**src/rtl/counter_pkg.sv**
```systemverilog
// Shared definitions for the modulo-N counter family: mode encodings.
package counter_pkg;

  localparam logic [1:0] MODE_HOLD = 2'b00;
  localparam logic [1:0] MODE_UP   = 2'b01;
  localparam logic [1:0] MODE_DOWN = 2'b10;
  localparam logic [1:0] MODE_LOAD = 2'b11;

endpackage : counter_pkg

```
**src/rtl/dff_vec.sv**
```systemverilog
// Width-parameterised D register with asynchronous active-high reset.
module dff_vec #(
  parameter int               WIDTH     = 4,
  parameter logic [WIDTH-1:0] RESET_VAL = '0
) (
  input  logic             clk,
  input  logic             reset,
  input  logic [WIDTH-1:0] d,
  output logic [WIDTH-1:0] q
);

  // Capture d on every rising edge; reset forces RESET_VAL at once.
  always_ff @(posedge clk or posedge reset) begin
    // NOTE: non-blocking assignment keeps every flop sampling pre-edge values, so register order never matters.
    if (reset) q <= RESET_VAL;
    else       q <= d;
  end

endmodule : dff_vec

```
**src/rtl/modn_updown_counter.sv**
```systemverilog
// Modulo-N up/down counter with saturating parallel load, count enable,
// cascade terminal-count output, one-cycle wrap pulse and sticky overflow.
module modn_updown_counter
  import counter_pkg::*;
#(
  parameter int              WIDTH     = 4,
  parameter longint unsigned MODULUS   = 16,
  parameter longint unsigned RESET_VAL = 0
) (
  input  logic             clk,
  input  logic             reset,
  input  logic             en,
  input  logic [1:0]       mode,
  input  logic [WIDTH-1:0] load_val,
  input  logic             clr_ovf,
  output logic [WIDTH-1:0] count,
  output logic             tc,
  output logic             wrap,
  output logic             ovf_sticky
);

  // Comparisons run one bit wider so MODULUS == 2**WIDTH is representable.
  localparam logic [WIDTH:0]   MOD_X = (WIDTH+1)'(MODULUS);
  localparam logic [WIDTH-1:0] MAX_C = WIDTH'(MODULUS - 1);
  localparam logic [WIDTH:0]   MAX_X = {1'b0, MAX_C};

  logic [WIDTH-1:0] count_q, count_d;
  logic             wrap_q, wrap_d;
  logic             ovf_q, ovf_d;
  logic             at_max, at_zero, load_big;
  logic             step_up, step_down;

  assign at_max    = ({1'b0, count_q} == MAX_X);
  assign at_zero   = (count_q == '0);
  assign load_big  = ({1'b0, load_val} >= MOD_X);
  assign step_up   = en && (mode == MODE_UP);
  assign step_down = en && (mode == MODE_DOWN);

  // Terminal count: the next enabled step in the current direction wraps.
  assign tc = (step_up && at_max) || (step_down && at_zero);

  // Next-state selection: LOAD beats the enable-gated UP/DOWN, else hold.
  always_comb begin
    // NOTE: defaults first so every path assigns every output and no latch is inferred.
    count_d = count_q;
    wrap_d  = 1'b0;
    if (mode == MODE_LOAD) begin
      count_d = load_big ? MAX_C : load_val;
    end else if (step_up) begin
      if (at_max) begin
        count_d = '0;
        wrap_d  = 1'b1;
      end else begin
        count_d = count_q + WIDTH'(1);
      end
    end else if (step_down) begin
      if (at_zero) begin
        count_d = MAX_C;
        wrap_d  = 1'b1;
      end else begin
        count_d = count_q - WIDTH'(1);
      end
    end
  end

  // A wrap on the same edge as a clear keeps the flag set.
  assign ovf_d = wrap_d || (ovf_q && !clr_ovf);

  dff_vec #(
    .WIDTH     (WIDTH),
    .RESET_VAL (WIDTH'(RESET_VAL))
  ) u_count_reg (
    .clk   (clk),
    .reset (reset),
    .d     (count_d),
    .q     (count_q)
  );

  // Wrap pulse and sticky overflow flags.
  always_ff @(posedge clk or posedge reset) begin
    if (reset) begin
      wrap_q <= 1'b0;
      ovf_q  <= 1'b0;
    end else begin
      wrap_q <= wrap_d;
      ovf_q  <= ovf_d;
    end
  end

  assign count      = count_q;
  assign wrap       = wrap_q;
  assign ovf_sticky = ovf_q;

endmodule : modn_updown_counter

```
**config.mk**
```make
export PLATFORM = sky130hd
export DESIGN_NAME = modn_updown_counter
export DESIGN_NICKNAME = d
export VERILOG_FILES = /design/src/rtl/counter_pkg.sv /design/src/rtl/dff_vec.sv /design/src/rtl/modn_updown_counter.sv
export SDC_FILE = /design/constraint.sdc
export NUM_CORES = 1
export LEC_CHECK = 0
export CAP_MARGIN = 20
export CELL_PAD_IN_SITES_DETAIL_PLACEMENT = 1
export CELL_PAD_IN_SITES_GLOBAL_PLACEMENT = 1
export CORE_MARGIN = 10
export CORE_UTILIZATION = 31
export DETAILED_ROUTE_END_ITERATION = 10
export PLACE_DENSITY = 0.75
export SLEW_MARGIN = 20
export SYNTH_ARGS = -nofsm -noshare
export SYNTH_HDL_FRONTEND = slang
export SYNTH_SLANG_ARGS = --single-unit
```
**constraint.sdc**
```tcl
create_clock -name clk -period 1.5 [get_ports clk]
set_input_delay 0.15 -clock clk [delete_from_list [all_inputs] [get_ports clk]]
set_output_delay 0.15 -clock clk [all_outputs]
set_load 0.02 [all_outputs]
```
==> results of run 1 <==
-- power groups by stage --
stage | Clock, mW | Combinational [mW] | Sequential [mW]
after floorplan | 0 | 0.169 | 0.275
after global placement | 0 | 0.471 | 0.225
after detailed placement | 0 | 0.482 | 0.227
after CTS | 0.169 | 0.508 | 0.225
after global routing | 0.185 | 0.571 | 0.233
final | 0.164 | 0.521 | 0.225
-- stage by stage --
stage               power, mW  setup TNS [ps]  util [%]
floorplan              0.4437               0         -
global placement       0.6967          -730.1     53.08
detailed placement     0.7093          -719.0     53.08
CTS                    0.9009          -143.3     56.90
global route           0.9889          -257.2     58.36
finish                 0.9093          -110.8     58.36
-- cells by family after synthesis --
group | count (synthesis) | synth area share (%)
mux | 3 | 6.746
flops | 6 | 28.91
simple gates | 18 | 19.52
compound gates | 22 | 31.09
buf+inv | 8 | 8.913
fa+ha+maj | 2 | 4.819
-- sequential cells by signal, summed over array words and instances, names as in the netlist --
signal	cells
wrap	1
ovf_sticky	1
u_count_reg.q	4
-- layer usage --
layer	share of wire [%]	GRT usage, %	vias to the layer above	wire [um]
met4	2.2	6.583	0	40
met3	4.2	3.549	5	74
li1	-	-	297	-
met2	50	18.05	11	892
met5	0	0	-	0
met1	43	12.57	274	771
-- repair_timing --
item,in CTS,in global routing
endpoints found under the setup margin,4,6
gates resized for setup,13,5
setup buffers,3,1
pin swaps,2,2
hold endpoints to repair,0,0
-- path summary, 6_finish.rpt --
kind	slack, ps	depth (start not counted)	start	end
min in group clk	490	1	ovf_sticky	ovf_sticky
worst min register to register	490	1	ovf_sticky	ovf_sticky
worst max register to register	-20	8	u_count_reg.q[1]	ovf_sticky
max in group asynchronous	1190	2	reset	u_count_reg.q[0]
worst max-delay path	-90	6	u_count_reg.q[1]	tc
worst min-delay path	110	2	reset	u_count_reg.q[1]
-- cells in the mapped netlist, drive strengths merged --
cell and instances:
and4b 1, o21ai 3, o32ai 1, o221ai 1
a31oi 2, a32o 1, buf 3, mux2i 2
ha 2, o221a 1, o211ai 1, a21oi 6
and2b 1, a21boi 1, nand2 6, nor2b 2
inv 5, and3b 1, a21o 3, nor4b 1
nor3 1, o22ai 1, a22oi 1, nor2 4
dfrtp 6, mux2 1, nand3 1
-- worst max-delay path: cells and delay by family (launching register included) --
kind,cells,cell delay [ps]
compound gates,1,170
fa+ha+maj,1,170
flops,1,400
buf+inv,2,200
simple gates,2,250
-- layout make-up --
type                       count  area (um^2)  share of cell area [%]
sequential                     6        151.4                   16.83
multi-input combinational     45        346.6                   38.53
timing repair buffer          39        336.6                   37.41
tap                           16        20.02                   2.225
clock buffer                   4        26.28                   2.921
inverter                       5        18.77                   2.086
==> results.yml, run 1 <==
status:
  status: "finished, violations left"
  violations: "setup timing"
synthesis:
  synth_nets: 71
  yosys_warnings: 0
  netlist_instances: 59
  synth_cell_type_count: 30
  synth_area_leaders: "dfrtp_1, a21oi_1, ha_1"
  yosysSeqAreaShare_pct: 28.92
  ys_seq_elements: 6
  syn_area_per_cell_um2: 8.801
  synth_area_um2: 519.2
  yosysTopAreaCell: "dfrtp_1"
  synth_top_cell_area_share_pct: 28.92
placement:
  post_dp_cell_area_um2: 818.3
  port_buffers: 16
  dpl.cell_count: 107
  gp_congestion: 0.7938
  hpwl_um: 1453
  place_ws_ps: -379.9
global_routing:
  grt_pass1_vias: 644
  antenna_found_initial: 0
  grt_max_degree: 13
  overflow: 0
  grt_pass1_wl_um: 3042
  grt_usage_pct: 11.18
pwr:
  power.switching_mw: 0.3285
  combPwrFrac_pct: 57.3
  cellPowerDensity_nw_per_um2: 1011
  vdd_drop_max_mv: 0.7588
  cellInternalPower_mw: 0.5808
  leakagePower_nw: 0.4464
  clkPwrFrac_pct: 18.0
  power.share.sequential_pct: 24.7
  p_sw_share_pct: 36.13
flow_run:
  cap_violations: 0
cts:
  clock_latency_ps: 250
  path_clk_slew_ps: 50
  cts_made_buffers: 3
  htree_levels: 1
  cts_tree: "yes"
  postCtsHoldBufs: 0
  clockRootBuffer: "clkbuf_4"
  max-clock-path-buffers: 2
  cts.sinks: 6
sta:
  final.min_clock_period_ps: 1589
  final-hold-violation-count: 0
  max_freq_mhz: 629.4
  post-route-period-util_pct: 105.9
  fin_ws_ps: -88.91
  max_slew.worst_pin.slew_ps: 224.7
  slew_viol_final: 0
  final-setup-viol-count: 2
  finalClockSkew_ps: 5.935
  timing.slew.headroom_pct: 84.81
  rsz0062_at_grt: "yes"
  holdWs_ps: 113.4
finish:
  instances_no_fill: 115
  final_area_um2: 899.6
  n_antenna_cell: 0
  drive_above_1_share_pct: 40.40
  fin_nets: 112
  area_delta_synth_final_pct: 73.25
  layout_commonest_cell: "buf_4"
  final_cell_mix: "buf_4, clkdlybuf4s50_1, nand2_1, a21oi_1, dfrtp_1"
  fill_cells: 187
worst_setup_path:
  worstPathArrival_ps: 1440
  crit_required_ps: 1350
  cp-end-kind: "output port"
  crit_slowest_cell: "dfrtp_1"
  path_class: "reg -> out"
  crit_fanout: 4
  crit_path_start_kind: "register"
  cp_cell_sequence: "inv_2, ha_4, and3b_4, a22oi_4, nor2b_2, buf_6"
  max_stage_delay_ps: 400
die:
  die_width_um: 60.93
  rows: 14
  die_h_um: 60.93
  start_util_pct: 33.69
  dieArea_um2: 3712
  io_pins: 17
  coreArea_um2: 1541
min_path:
  min_path_type: "in -> async"
detailed_routing:
  routed_wl_um: 1779
  drt_iter0_drc: 7
  viasPerCell: 5.104
  drc: 0
  routed-via-count: 587
  detail_route.wl_per_cell_um: 15.47
  drt_first_pass_iters: 4
  ant_nets: 0
(Power assumes the default switching activity.)
==> inputs of run 2 (changes only) <==
--- a/config.mk
+++ b/config.mk
@@ -9,9 +9,12 @@
 export CELL_PAD_IN_SITES_DETAIL_PLACEMENT = 1
 export CELL_PAD_IN_SITES_GLOBAL_PLACEMENT = 1
 export CORE_MARGIN = 10
-export CORE_UTILIZATION = 31
+export CORE_UTILIZATION = 39
+export CTS_BUF_LIST = sky130_fd_sc_hd__clkbuf_8
 export DETAILED_ROUTE_END_ITERATION = 10
-export PLACE_DENSITY = 0.75
+export DONT_BUFFER_PORTS = 1
+export GPL_TIMING_DRIVEN = 0
+export PLACE_DENSITY = 0.68
 export SLEW_MARGIN = 20
 export SYNTH_ARGS = -nofsm -noshare
 export SYNTH_HDL_FRONTEND = slang
==> run 2 against run 1 <==
  * The flow still finishes with violations (setup timing)
  * Sequential power is 36% higher
  * Final cell count shrank 27%
  * Register-to-register slack worse by 70 ps
  * Combinational power decreased by 48%
  * Critical path depth down 1
  * Fmax fell by 2.0%
  * Hold slack worse by 20 ps
  * Clock power rose by 56%
  * Power down 8.2%
  * Critical path type unchanged
  * Critical endpoint unchanged
==> results.yml, run 2 (synthesized netlist as in run 1, its figures left out) <==
sta:
  slew_viol_final: 0
  final.min_clock_period_ps: 1621
  rsz0062_at_grt: "yes"
  timing.slew.headroom_pct: 70.99
  fin_ws_ps: -121.2
  max_slew.worst_pin.slew_ps: 435.1
  max_freq_mhz: 616.8
  tns_ps: -311.9
  post-route-period-util_pct: 108.1
  final-setup-viol-count: 5
  final-hold-violation-count: 0
  finalClockSkew_ps: 8.726
die:
  io_pins: 17
  die_width_um: 56.49
  die_h_um: 56.49
  rows: 13
  coreArea_um2: 1285
  dieArea_um2: 3191
  start_util_pct: 40.41
cts:
  cts_tree: "yes"
  clockRootBuffer: "clkbuf_8"
  cts_made_buffers: 3
  clock_latency_ps: 230
  max-clock-path-buffers: 2
  path_clk_slew_ps: 40
  cts.sinks: 6
  htree_levels: 1
worst_setup_path:
  cp-end-kind: "output port"
  crit_path_start_kind: "register"
  crit_slowest_cell: "dfrtp_2"
  worstRegToRegCells: 7
  worstPathArrival_ps: 1470
  crit_fanout: 5
  crit_required_ps: 1350
  max_stage_delay_ps: 490
  critPathTopFamily: "flip-flops"
  cp_num_cells: 5
  path_buf_inv: 1
  path_class: "reg -> out"
  cp_cell_sequence: "inv_2, ha_4, and3b_4, a22oi_4, nor2b_4"
detailed_routing:
  drt_first_pass_iters: 4
  drc: 0
  routed_wl_um: 1709
  viasPerCell: 6.095
  ant_nets: 0
  detail_route.wl_per_cell_um: 20.35
  routed-via-count: 512
  drt_iter0_drc: 2
finish:
  n_antenna_cell: 0
  largest_reg_flops: 4
  top_register: "u_count_reg.q"
  area_delta_synth_final_pct: 28.19
  final_cell_mix: "nand2_1, a21oi_1, buf_4"
  instances_no_fill: 84
  drive_above_1_share_pct: 33.33
  final_util_pct: 51.80
  fin_nets: 82
status:
  violations: "setup timing"
  status: "finished, violations left"
pwr:
  power_mw: 0.8347
  vdd_drop_max_mv: 0.7619
  cellPowerDensity_nw_per_um2: 1254
  leakagePower_nw: 0.3172
placement:
  port_buffers: 0
  dpl.cell_count: 74
  hpwl_um: 1137
  place_ws_ps: -117.6
  gp_congestion: 0.7036
global_routing:
  grt_usage_pct: 10.37
  grt_pass1_wl_um: 2608
  overflow: 0
  grt_pass1_vias: 545
  antenna_found_initial: 0
  grt_max_degree: 11
min_path:
  min_path_type: "in -> reg"
  min_path_cells: 2
flow_run:
  cap_violations: 0
==> run 2: timing repair <==
action / in CTS / in global routing
pin swaps: 0 / 0
setup endpoints to repair: 5 / 4
hold buffers: 1 / 0
endpoints found under the hold margin: 6 / 0
gates resized for setup: 8 / 0
buffers inserted: 1 / 4
==> run 2: final timing paths <==
check | slack, ps | startpoint | end
max in group asynchronous | 1020 | reset | u_count_reg.q[0]
min in group asynchronous | 270 | reset | u_count_reg.q[3]
max | -120 | u_count_reg.q[0] | tc
min | 90 | clr_ovf | ovf_sticky
min reg2reg | 640 | ovf_sticky | ovf_sticky
max reg2reg | -90 | u_count_reg.q[1] | ovf_sticky
==> run 2: per-layer routing <==
metal  GRT usage (%)  vias to the layer above  part of all wire (%)
li1                -                      238                     -
met2           16.93                       21                    50
met3           4.944                        7                   8.0
met4           6.186                        0                   3.6
met1           10.40                      246                    38
met5               0                        -                     0
==> run 2: final cells by class <==
cell class	instances	area, um^2
fill	152	619.3
multi-input combinational	45	355.3
sequential	6	152.6
timing repair buffer	6	47.55
clock buffer	3	41.29
buffer	3	27.53
inverter	5	18.77
tap	15	18.77
clock inverter	1	3.754
==> run 2: where the power goes <==
group | total [mW] | internal [mW] | switching, mW
Combinational | 0.271 | 0.140 | 0.131
Sequential | 0.307 | 0.195 | 0.112
Clock | 0.256 | 0.177 | 0.0796
==> run 2: per-stage QoR <==
stage          instance area [um^2]  hold slack, ps
6_report                      665.6           93.01
3_5_place_dp                  541.8          -28.03
2_1_floorplan                 523.0          -59.11
5_1_grt                       665.6           113.2
4_1_cts                       635.6           93.25
3_3_place_gp                  541.8          -40.86
==> inputs of run 3 (changes only) <==
==> constraint.sdc (replaced) <==
create_clock -name clk -period 1.55 [get_ports clk]
set_input_delay 0.155 -clock clk [delete_from_list [all_inputs] [get_ports clk]]
set_output_delay 0.155 -clock clk [all_outputs]
set_load 0.02 [all_outputs]
==> run 3 against run 2 <==
  * The run still ends with setup timing left
  * Critical path depth unchanged
  * Power fell by 5.4%
  * Final cell count decreased by 2.4%
  * Core utilization is 0.78 points lower
  * Wire length down 3.7%
  * Combinational power shrank 4%
  * Global-route usage is 1.0 points lower
  * Cell area shrank 1.5%
  * Hold slack improved by 6.0 ps
  * Setup slack improved by 33 ps
==> results.yml, run 3 (synthesized netlist as in run 1, its figures left out) <==
detailed_routing:
  routed-via-count: 488
  drt_first_pass_iters: 3
  ant_nets: 0
  detail_route.wl_per_cell_um: 20.07
  drc: 0
  viasPerCell: 5.951
  drt_iter0_drc: 3
  routed_wl_um: 1646
die:
  start_util_pct: 40.41
  io_pins: 17
  die_width_um: 56.49
  dieArea_um2: 3191
  rows: 13
  coreArea_um2: 1285
  die_h_um: 56.49
placement:
  place_ws_ps: -207.5
  gp_congestion: 0.7925
  port_buffers: 0
  hpwl_um: 1198
  dpl.cell_count: 74
flow_run:
  cap_violations: 0
worst_setup_path:
  worstPathArrival_ps: 1480
  critPathTopFamily: "flip-flops"
  max_stage_delay_ps: 490
  crit_slowest_cell: "dfrtp_2"
  crit_required_ps: 1390
  reg2reg_slack_ps: -70
  regToRegStartpoint: "u_count_reg.q[1]"
  crit_path_start_kind: "register"
  worstRegToRegCells: 7
  crit_fanout: 6
  path_buf_inv: 1
  cp_cell_sequence: "inv_2, ha_4, and3b_4, a22oi_4, nor2b_4"
  cp-end-kind: "output port"
  reg2reg_to: "ovf_sticky"
  path_class: "reg -> out"
global_routing:
  grt_max_degree: 11
  grt_usage_pct: 9.360
  overflow: 0
  grt_pass1_wl_um: 2470
  antenna_found_initial: 0
  grt_pass1_vias: 511
pwr:
  power.share.sequential_pct: 37.4
  clkPwrFrac_pct: 29.7
  combPwrFrac_pct: 32.9
  power_mw: 0.7898
  power.switching_mw: 0.2989
  cellPowerDensity_nw_per_um2: 1205
  cellInternalPower_mw: 0.4909
  leakagePower_nw: 0.3075
  vdd_drop_max_mv: 0.9530
  p_sw_share_pct: 37.84
sta:
  max_freq_mhz: 610.6
  final-hold-violation-count: 0
  max_slew.worst_pin.slew_ps: 419.9
  final.min_clock_period_ps: 1638
  fin_ws_ps: -87.79
  post-route-period-util_pct: 105.7
  finalClockSkew_ps: 0.9780
  slew_viol_final: 0
  final-setup-viol-count: 2
  timing.slew.headroom_pct: 72.00
  rsz0062_at_grt: "yes"
finish:
  top_register: "u_count_reg.q"
  final_cell_mix: "nand2_1, a21oi_1, nor2_1, dfrtp_1, buf_4"
  fin_nets: 81
  fill_cells: 160
  area_delta_synth_final_pct: 26.27
  n_antenna_cell: 0
  instances_no_fill: 82
  drive_above_1_share_pct: 34.33
  final_util_pct: 51.02
  largest_reg_flops: 4
cts:
  htree_levels: 1
  cts_made_buffers: 3
  path_clk_slew_ps: 40
  cts_tree: "yes"
  max-clock-path-buffers: 2
  clockRootBuffer: "clkbuf_8"
  clock_latency_ps: 220
  cts.sinks: 6
min_path:
  holdPathEnd: "ovf_sticky"
  min_path_cells: 2
  hp-start: "clr_ovf"
  min_path_type: "in -> reg"
status:
  violations: "setup timing"
  status: "finished, violations left"
[run 3: cell types whose count changed in the layout (fill, tap and decap cells not counted), sizes merged]
cell | previous run | this run
buf | 8 | 7
inv | 6 | 5
[run 3: worst max-delay path by stage]
stage,from,end,slack [ps],cells after the start
5_1_grt,u_count_reg.q[0],tc,-150,5
3_3_place_gp,u_count_reg.q[1],tc,-140,4
2_1_floorplan,u_count_reg.q[0],tc,0.2,5
6_report,u_count_reg.q[1],tc,-90,5
3_5_place_dp,u_count_reg.q[1],tc,-210,4
4_1_cts,u_count_reg.q[1],tc,-80,5
[run 3: layer usage]
| layer | wire length, um | GRT usage [%] | share of wire (%) | vias up |
|---|---|---|---|---|
| li1 | - | - | - | 233 |
| met1 | 696 | 9.714 | 42 | 240 |
| met2 | 847 | 15.99 | 51 | 13 |
| met3 | 96 | 4.494 | 5.8 | 2 |
| met4 | 6 | 3.093 | 0.36 | 0 |
| met5 | 0 | 0 | 0 | - |
[run 3: area by class of cell]
| cell class | count | area (um^2) | share of cell area [%] |
|---|---|---|---|
| Inverter | 5 | 18.77 | 2.863 |
| Sequential cell | 6 | 152.6 | 23.28 |
| Timing Repair Buffer | 5 | 40.04 | 6.107 |
| Tap cell | 15 | 18.77 | 2.863 |
| Clock buffer | 3 | 41.29 | 6.298 |
| Buffer | 3 | 27.53 | 4.198 |
| Multi-Input combinational cell | 45 | 356.6 | 54.39 |
[run 3: what timing repair did]
| action | in CTS | in global routing |
|---|---|---|
| endpoints found under the setup margin | 4 | 3 |
| hold buffers | 1 | 0 |
| hold endpoints to repair | 6 | 0 |
| pin swaps | 0 | 2 |
| buffers inserted | 1 | 3 |
| gates resized for setup | 11 | 0 |
[run 3: power by group through the flow]
stage / Clock, mW / Sequential, mW / Combinational (mW)
floorplan: 0 / 0.264 / 0.163
global placement: 0 / 0.285 / 0.196
detailed placement: 0 / 0.288 / 0.200
CTS: 0.240 / 0.297 / 0.235
global route: 0.247 / 0.304 / 0.287
finish: 0.235 / 0.296 / 0.260
[run 3: metrics by stage]
step / setup TNS (ps) / hold slack, ps / instance area [um^2]
2_1_floorplan: 0 / -54.04 / 519.2
3_3_place_gp: -275.7 / -32.15 / 538.0
4_1_cts: -84.35 / 100.7 / 633.1
5_1_grt: -345.5 / 115.2 / 655.6
6_report: -157.8 / 99.06 / 655.6
3_5_place_dp: -443.2 / -24.71 / 538.0
[run 3: worst reg2reg max path, stage by stage (launching register included)]
cell and delay, ps:
dfrtp_2 490, inv_2 90, ha_4 170, and3b_4 190, a22oi_4 230, buf_4 150
nor2b_2 40, a21o_1 150
==> variant 1: new RTL, config.mk and constraints of run 1 <==
Register the outputs `count` and `tc`, cleared by the reset; this adds one clock of latency there. The other outputs are not delayed to match. Comments in the files are not updated.
--- a/src/rtl/modn_updown_counter.sv
+++ b/src/rtl/modn_updown_counter.sv
@@ -39,3 +39,11 @@
   // Terminal count: the next enabled step in the current direction wraps.
-  assign tc = (step_up && at_max) || (step_down && at_zero);
+  always_ff @(posedge clk or posedge reset) begin
+    if (reset) begin
+      count <= '0;
+      tc    <= '0;
+    end else begin
+      count <= count_q;
+      tc    <= (step_up && at_max) || (step_down && at_zero);
+    end
+  end
 
@@ -89,3 +97,2 @@
 
-  assign count      = count_q;
   assign wrap       = wrap_q;
Formal check against the unedited RTL: not equivalent (Yosys sat finds a counterexample within 4 cycles, from zero or initial values and one cycle with reset high).
==> variant 1 against run 1 <==
Sequential power grew 100%; hold slack gained 0.052 ns; die area grew 9.6%; sequential share of layout area grew 11 points; wire length grew 0.90%; synthesized cell count shrank 3.4%; setup slack gained 0.10 ns; power grew 39%; first-iteration DRC count shrank 57%; largest cell class unchanged; area after synthesis grew 14%; via count shrank 4.8%; design area grew 9.6%; sequential cell count grew 5.
==> variant 1: results (changes against run 1) <==
Run status
  • Outcome: complete, no violations (was finished, violations left)

Worst setup path
  • Slowest CP cell: dfrtp_1 (unchanged)
  • CP Data Arrival Time: 1.65 ns (was 1.44 ns)
  • Critical path's largest stage delay: 0.42 ns (was 0.40 ns)
  • Crit-path max FO: 3 (was 4)
  • Crit-path leading delay family: compound AO/OA/AOI/OAI gates (was flip-flops)

Yosys
  • Syn_nets: 69 (was 71)
  • Async SR Flop Fraction: 100.0% (unchanged)
  • Top cells by count, synth: dfrtp_1, a21oi_1, inv_1 (was a21oi_1, dfrtp_1, nand2_1)
  • Avg Cell Area, Syn: 10.43 um2 (was 8.801 um2)
  • Sequential fraction of the synthesis area: 46.32% (was 28.92%)
  • Post-synth cell types: 25 (was 30)
  • Synth area leaders: dfrtp_1, a21oi_1, ha_1 (unchanged)

Pwr
  • VDD IR max: 0.5937 mV (was 0.7588 mV)
  • Combinational power share: 47.2% (was 57.3%)
  • LEAKAGE: 0.4527 nW (was 0.4464 nW)
  • Register share of total power: 36.1% (was 24.7%)
  • Switching share of power: 37.19% (was 36.13%)
  • Int Power: 793.7 uW (was 580.8 uW)

CTS
  • CTS Buffer Depth: 2 (unchanged)
  • Clock latency on the worst-skew pair: 0.28 ns (was 0.25 ns)
  • Reg clk slew, reported paths: 0.07 ns (was 0.05 ns)
  • # H-tree levels: 1 (unchanged)

Global route
  • Vias in the first global route: 623 (was 644)
  • First-pass GRT wire length: 3.022 mm (was 3.042 mm)
  • Largest net degree at the start of global routing: 12 (was 13)
  • Overall global routing resource usage: 9.367% (was 11.18%)
  • Initial antenna violation count: 0 (unchanged)

Placed design
  • Port Buffer Count: 16 (unchanged)
  • GP Congestion: 0.7361 (was 0.7938)
  • Placed Instance Area: 838.3 um2 (was 818.3 um2)
  • HPWL after DPL: 1.280 mm (was 1.453 mm)
  • DP Worst Slack: -0.2165 ns (was -0.3799 ns)

STA
  • Min Hold Slack: 0.1650 ns (was 0.1134 ns)
  • Setup ws final: 0.01250 ns (was -0.08891 ns)
  • Rel. slew slack: 72.57% (was 84.81%)
  • Worst Skew: 0.006880 ns (was 0.005935 ns)

Cells and area
  • Fraction of layout cells with a size suffix above 1: 38.20% (was 40.40%)
  • Final net count: 102 (was 112)
  • Biggest regs: count (4), u_count_reg.q (4)
  • Cell Count, Final, Fillers Out: 114 (was 115)
  • N_diodes: 0 (unchanged)
  • Fill count: 202 (was 187)

Drt
  • DR pass1 iterations: 2 (was 4)
  • Routed vias: 559 (was 587)
  • Drt total wl: 1.795 mm (was 1.779 mm)
  • Iteration-0 DRC count of the detailed router: 3 (was 7)

Min path
  • HP Class: primary input to asynchronous set/reset pin (unchanged)
## variant 1: path summary, 6_finish.rpt
| check | startpoint | endpoint | depth (start not counted) |
|---|---|---|---|
| max in group asynchronous | reset | u_count_reg.q[0] | 2 |
| hold / removal | reset | count[1] | 2 |
| setup / recovery | u_count_reg.q[1] | u_count_reg.q[3] | 6 |
| setup reg to reg | u_count_reg.q[1] | u_count_reg.q[3] | 6 |
| min in group clk | clr_ovf | ovf_sticky | 3 |
| hold reg to reg | u_count_reg.q[1] | count[1] | 0 |
## variant 1: area by class of cell
class | count | area [um2] | share of cell area (%)
clock buffers | 4 | 26.28 | 2.665
inverters | 6 | 22.52 | 2.284
multi-input cells | 38 | 359.1 | 36.42
flip-flops and latches | 11 | 277.8 | 28.17
well taps | 25 | 31.28 | 3.173
repair buffers | 30 | 269.0 | 27.28
## variant 1: timing repair
| item | CTS | global route |
|---|---|---|
| setup endpoints to repair | 4 | 4 |
| endpoints found under the hold margin | 0 | 0 |
| pin swaps | 3 | 4 |
| setup buffers | 4 | 0 |
| gates resized for setup | 6 | 14 |
## variant 1: per-layer routing
| layer | wire, um | part of all wire (%) | GRT usage [%] | vias to the layer above |
|---|---|---|---|---|
| met5 | 0 | 0 | 0 | - |
| met4 | 36 | 2.0 | 5.738 | 0 |
| met3 | 145 | 8.1 | 4.355 | 3 |
| met2 | 871 | 49 | 15.55 | 20 |
| met1 | 742 | 41 | 9.353 | 265 |
| li1 | - | - | - | 271 |
## variant 1: cells by family (layout without fill, tap and decap cells)
kind of cell,Yosys count,after routing,synth area share (%)
xor+xnor,2,2,2.948
mux,1,1,2.526
compound gates,23,23,26.31
flops,11,11,46.32
buf+inv,8,40,7.578
fa+ha+maj,2,2,4.210
simple gates,10,10,10.11
==> variant 2: new RTL, settings of run 1 <==
Made on the original files. `WIDTH` is set to 4 in 2 places; all go to 5.
--- a/src/rtl/dff_vec.sv
+++ b/src/rtl/dff_vec.sv
@@ -2,3 +2,3 @@
 module dff_vec #(
-  parameter int               WIDTH     = 4,
+  parameter int               WIDTH     = 5,
   parameter logic [WIDTH-1:0] RESET_VAL = '0
--- a/src/rtl/modn_updown_counter.sv
+++ b/src/rtl/modn_updown_counter.sv
@@ -5,3 +5,3 @@
 #(
-  parameter int              WIDTH     = 4,
+  parameter int              WIDTH     = 5,
   parameter longint unsigned MODULUS   = 16,
Ports: changed (resized count and load_val); port bits go from 17 to 19. No check against the original RTL was run, so the function may have changed too.
==> variant 2 against run 1 <==
Highest routed layer unchanged; register-to-register slack worse by 0.03 ns; power up 28%; wire length up 41%; global-route usage up 1.0 points; area after synthesis up 8.7%; sequential cell count up 1; design area up 14%; setup slack worse by 0.0076 ns; the run still ends with negative setup slack left; critical path depth unchanged.
==> variant 2: results (changes against run 1) <==
Run status
  • Outcome: finished, violations left (unchanged)
  • Failing checks: negative setup slack (unchanged)

Cells and area
  • Cell Count, Final, Fillers Out: 135 (was 115)
  • Multi-input gates: 52 (was 45)
  • Max FFs per register: 5 (was 4)
  • Fraction of layout cells with a size suffix above 1: 43.64% (was 40.40%)
  • Inverter count: 6 (was 5)
  • Largest Register: u_count_reg.q (unchanged)
  • Clock buf/inv share: 2.564% (was 2.921%)
  • Non-clk bufs: 41 (was 39)
  • Fill count: 218 (was 187)
  • Multi-input gate share of total cell area: 40.05% (was 38.53%)
  • Data buffer area share: 34.68% (was 37.41%)
  • Final net count: 124 (was 112)
  • Seq. cell area: 178.9 um2 (was 151.4 um2)

Pwr
  • LEAKAGE: 0.4493 nW (was 0.4464 nW)
  • VDD IR max: 0.4870 mV (was 0.7588 mV)

Worst setup path
  • Slowest CP cell: dfrtp_2 (was dfrtp_1)
  • Critical path's largest stage delay: 0.45 ns (was 0.40 ns)
  • R2R depth: 9 (was 8)
  • Reg-to-Reg End: u_count_reg.q[0] (was ovf_sticky)
  • FF-to-FF Start: u_count_reg.q[0] (was u_count_reg.q[1])
  • R2r setup slk: -0.05 ns (was -0.02 ns)

Drt
  • Drt wl/cell: 18.54 um (was 15.47 um)
  • Iteration-0 DRC count of the detailed router: 8 (was 7)
  • Routed vias: 712 (was 587)

Floorplanning
  • Die Area: 3927 um2 (was 3712 um2)

STA
  • Rel. slew slack: 73.70% (was 84.81%)
  • Worst Skew: 0.007131 ns (was 0.005935 ns)
  • Final setup violation count: 3 (was 2)
  • Final setup TNS: -0.1887 ns (was -0.1108 ns)
  • Setup ws final: -0.09648 ns (was -0.08891 ns)

Global route
  • Largest net degree at the start of global routing: 9 (was 13)
  • First-pass GRT wire length: 4.015 mm (was 3.042 mm)
  • Vias in the first global route: 766 (was 644)
  • Overall global routing resource usage: 12.23% (was 11.18%)

CTS
  • CTS sink cnt: 7 (was 6)
  • CTS buffer count: 3 (unchanged)
  • # H-tree levels: 1 (unchanged)
  • CTS Buffer Depth: 2 (unchanged)

Placed design
  • Port Buffer Count: 18 (was 16)
  • HPWL after DPL: 1.827 mm (was 1.453 mm)
  • GP Congestion: 0.8009 (was 0.7938)
  • # placed instances: 127 (was 107)

Yosys
  • Top cells by count, synth: o21ai_0, dfrtp_1, nand2_1 (was a21oi_1, dfrtp_1, nand2_1)
  • Sequential fraction of the synthesis area: 31.04% (was 28.92%)
  • Mux contribution to synthesized area: 0% (was 6.747%)
  • Avg Cell Area, Syn: 8.178 um2 (was 8.801 um2)
  • Xor-xnor portion of the synthesized cell area: 1.552% (was 0%)
  • Async SR Flop Fraction: 100.0% (unchanged)
  • Syn_nets: 82 (was 71)
  • Adder-Cell Fraction of Synth Area: 4.435% (was 4.819%)
  • Post-synth cell types: 32 (was 30)
  • Synth Area in Compound Gates: 27.72% (was 31.08%)
  • Synth area leaders: dfrtp_1, o21ai_0, and3b_2 (was dfrtp_1, a21oi_1, ha_1)
-- variant 2: repair_timing --
| item | CTS | global route |
|---|---|---|
| pin swaps | 3 | 6 |
| buffers inserted | 2 | 2 |
| resized for setup | 22 | 11 |
| setup endpoints to repair | 10 | 5 |
| endpoints found under the hold margin | 0 | 0 |
-- variant 2: how the worst max path moves through the flow --
stage / from / endpoint / slack, ns
2_1_floorplan: u_count_reg.q[3] / u_count_reg.q[3] / 0.004
4_1_cts: u_count_reg.q[1] / tc / -0.1
3_5_place_dp: mode[0] / tc / -0.46
3_3_place_gp: mode[0] / tc / -0.42
6_report: u_count_reg.q[0] / tc / -0.1
5_1_grt: u_count_reg.q[1] / tc / -0.17
-- variant 2: report_power, final --
part / switching [mW] / internal [mW]
combinational: 0.342 / 0.366
clock: 0.0690 / 0.101
sequential: 0.0537 / 0.231
-- variant 2: per-stage QoR --
step	setup slack [ns]	hold slack, ns	total power [mW]	area (um2)
4_1_cts	-0.09827	0.1409	1.093	970.9
2_1_floorplan	0.004418	-0.04681	0.5502	576.8
3_3_place_gp	-0.4192	0.4041	0.8322	903.4
5_1_grt	-0.1710	0.1724	1.239	1025
6_report	-0.09648	0.1329	1.163	1025
3_5_place_dp	-0.4574	0.4116	0.8646	903.4
-- variant 2: per-layer routing --
layer | up-vias | share of wire [%] | track usage [%]
li1 | 335 | - | -
met3 | 8 | 5.3 | 3.047
met2 | 21 | 48 | 22.31
met1 | 348 | 44 | 13.87
met4 | 0 | 2.7 | 2.514
met5 | - | 0 | 0
-- variant 2: worst max-delay path, delay by kind of cell, from the launching register on --
family	cells	cell delay [ns]
flip-flops	1	0.45
AND/OR/NAND/NOR	2	0.31
buffers and inverters	2	0.21
adder cells (fa/ha/maj)	1	0.14
AO/OA/AOI/OAI	1	0.09
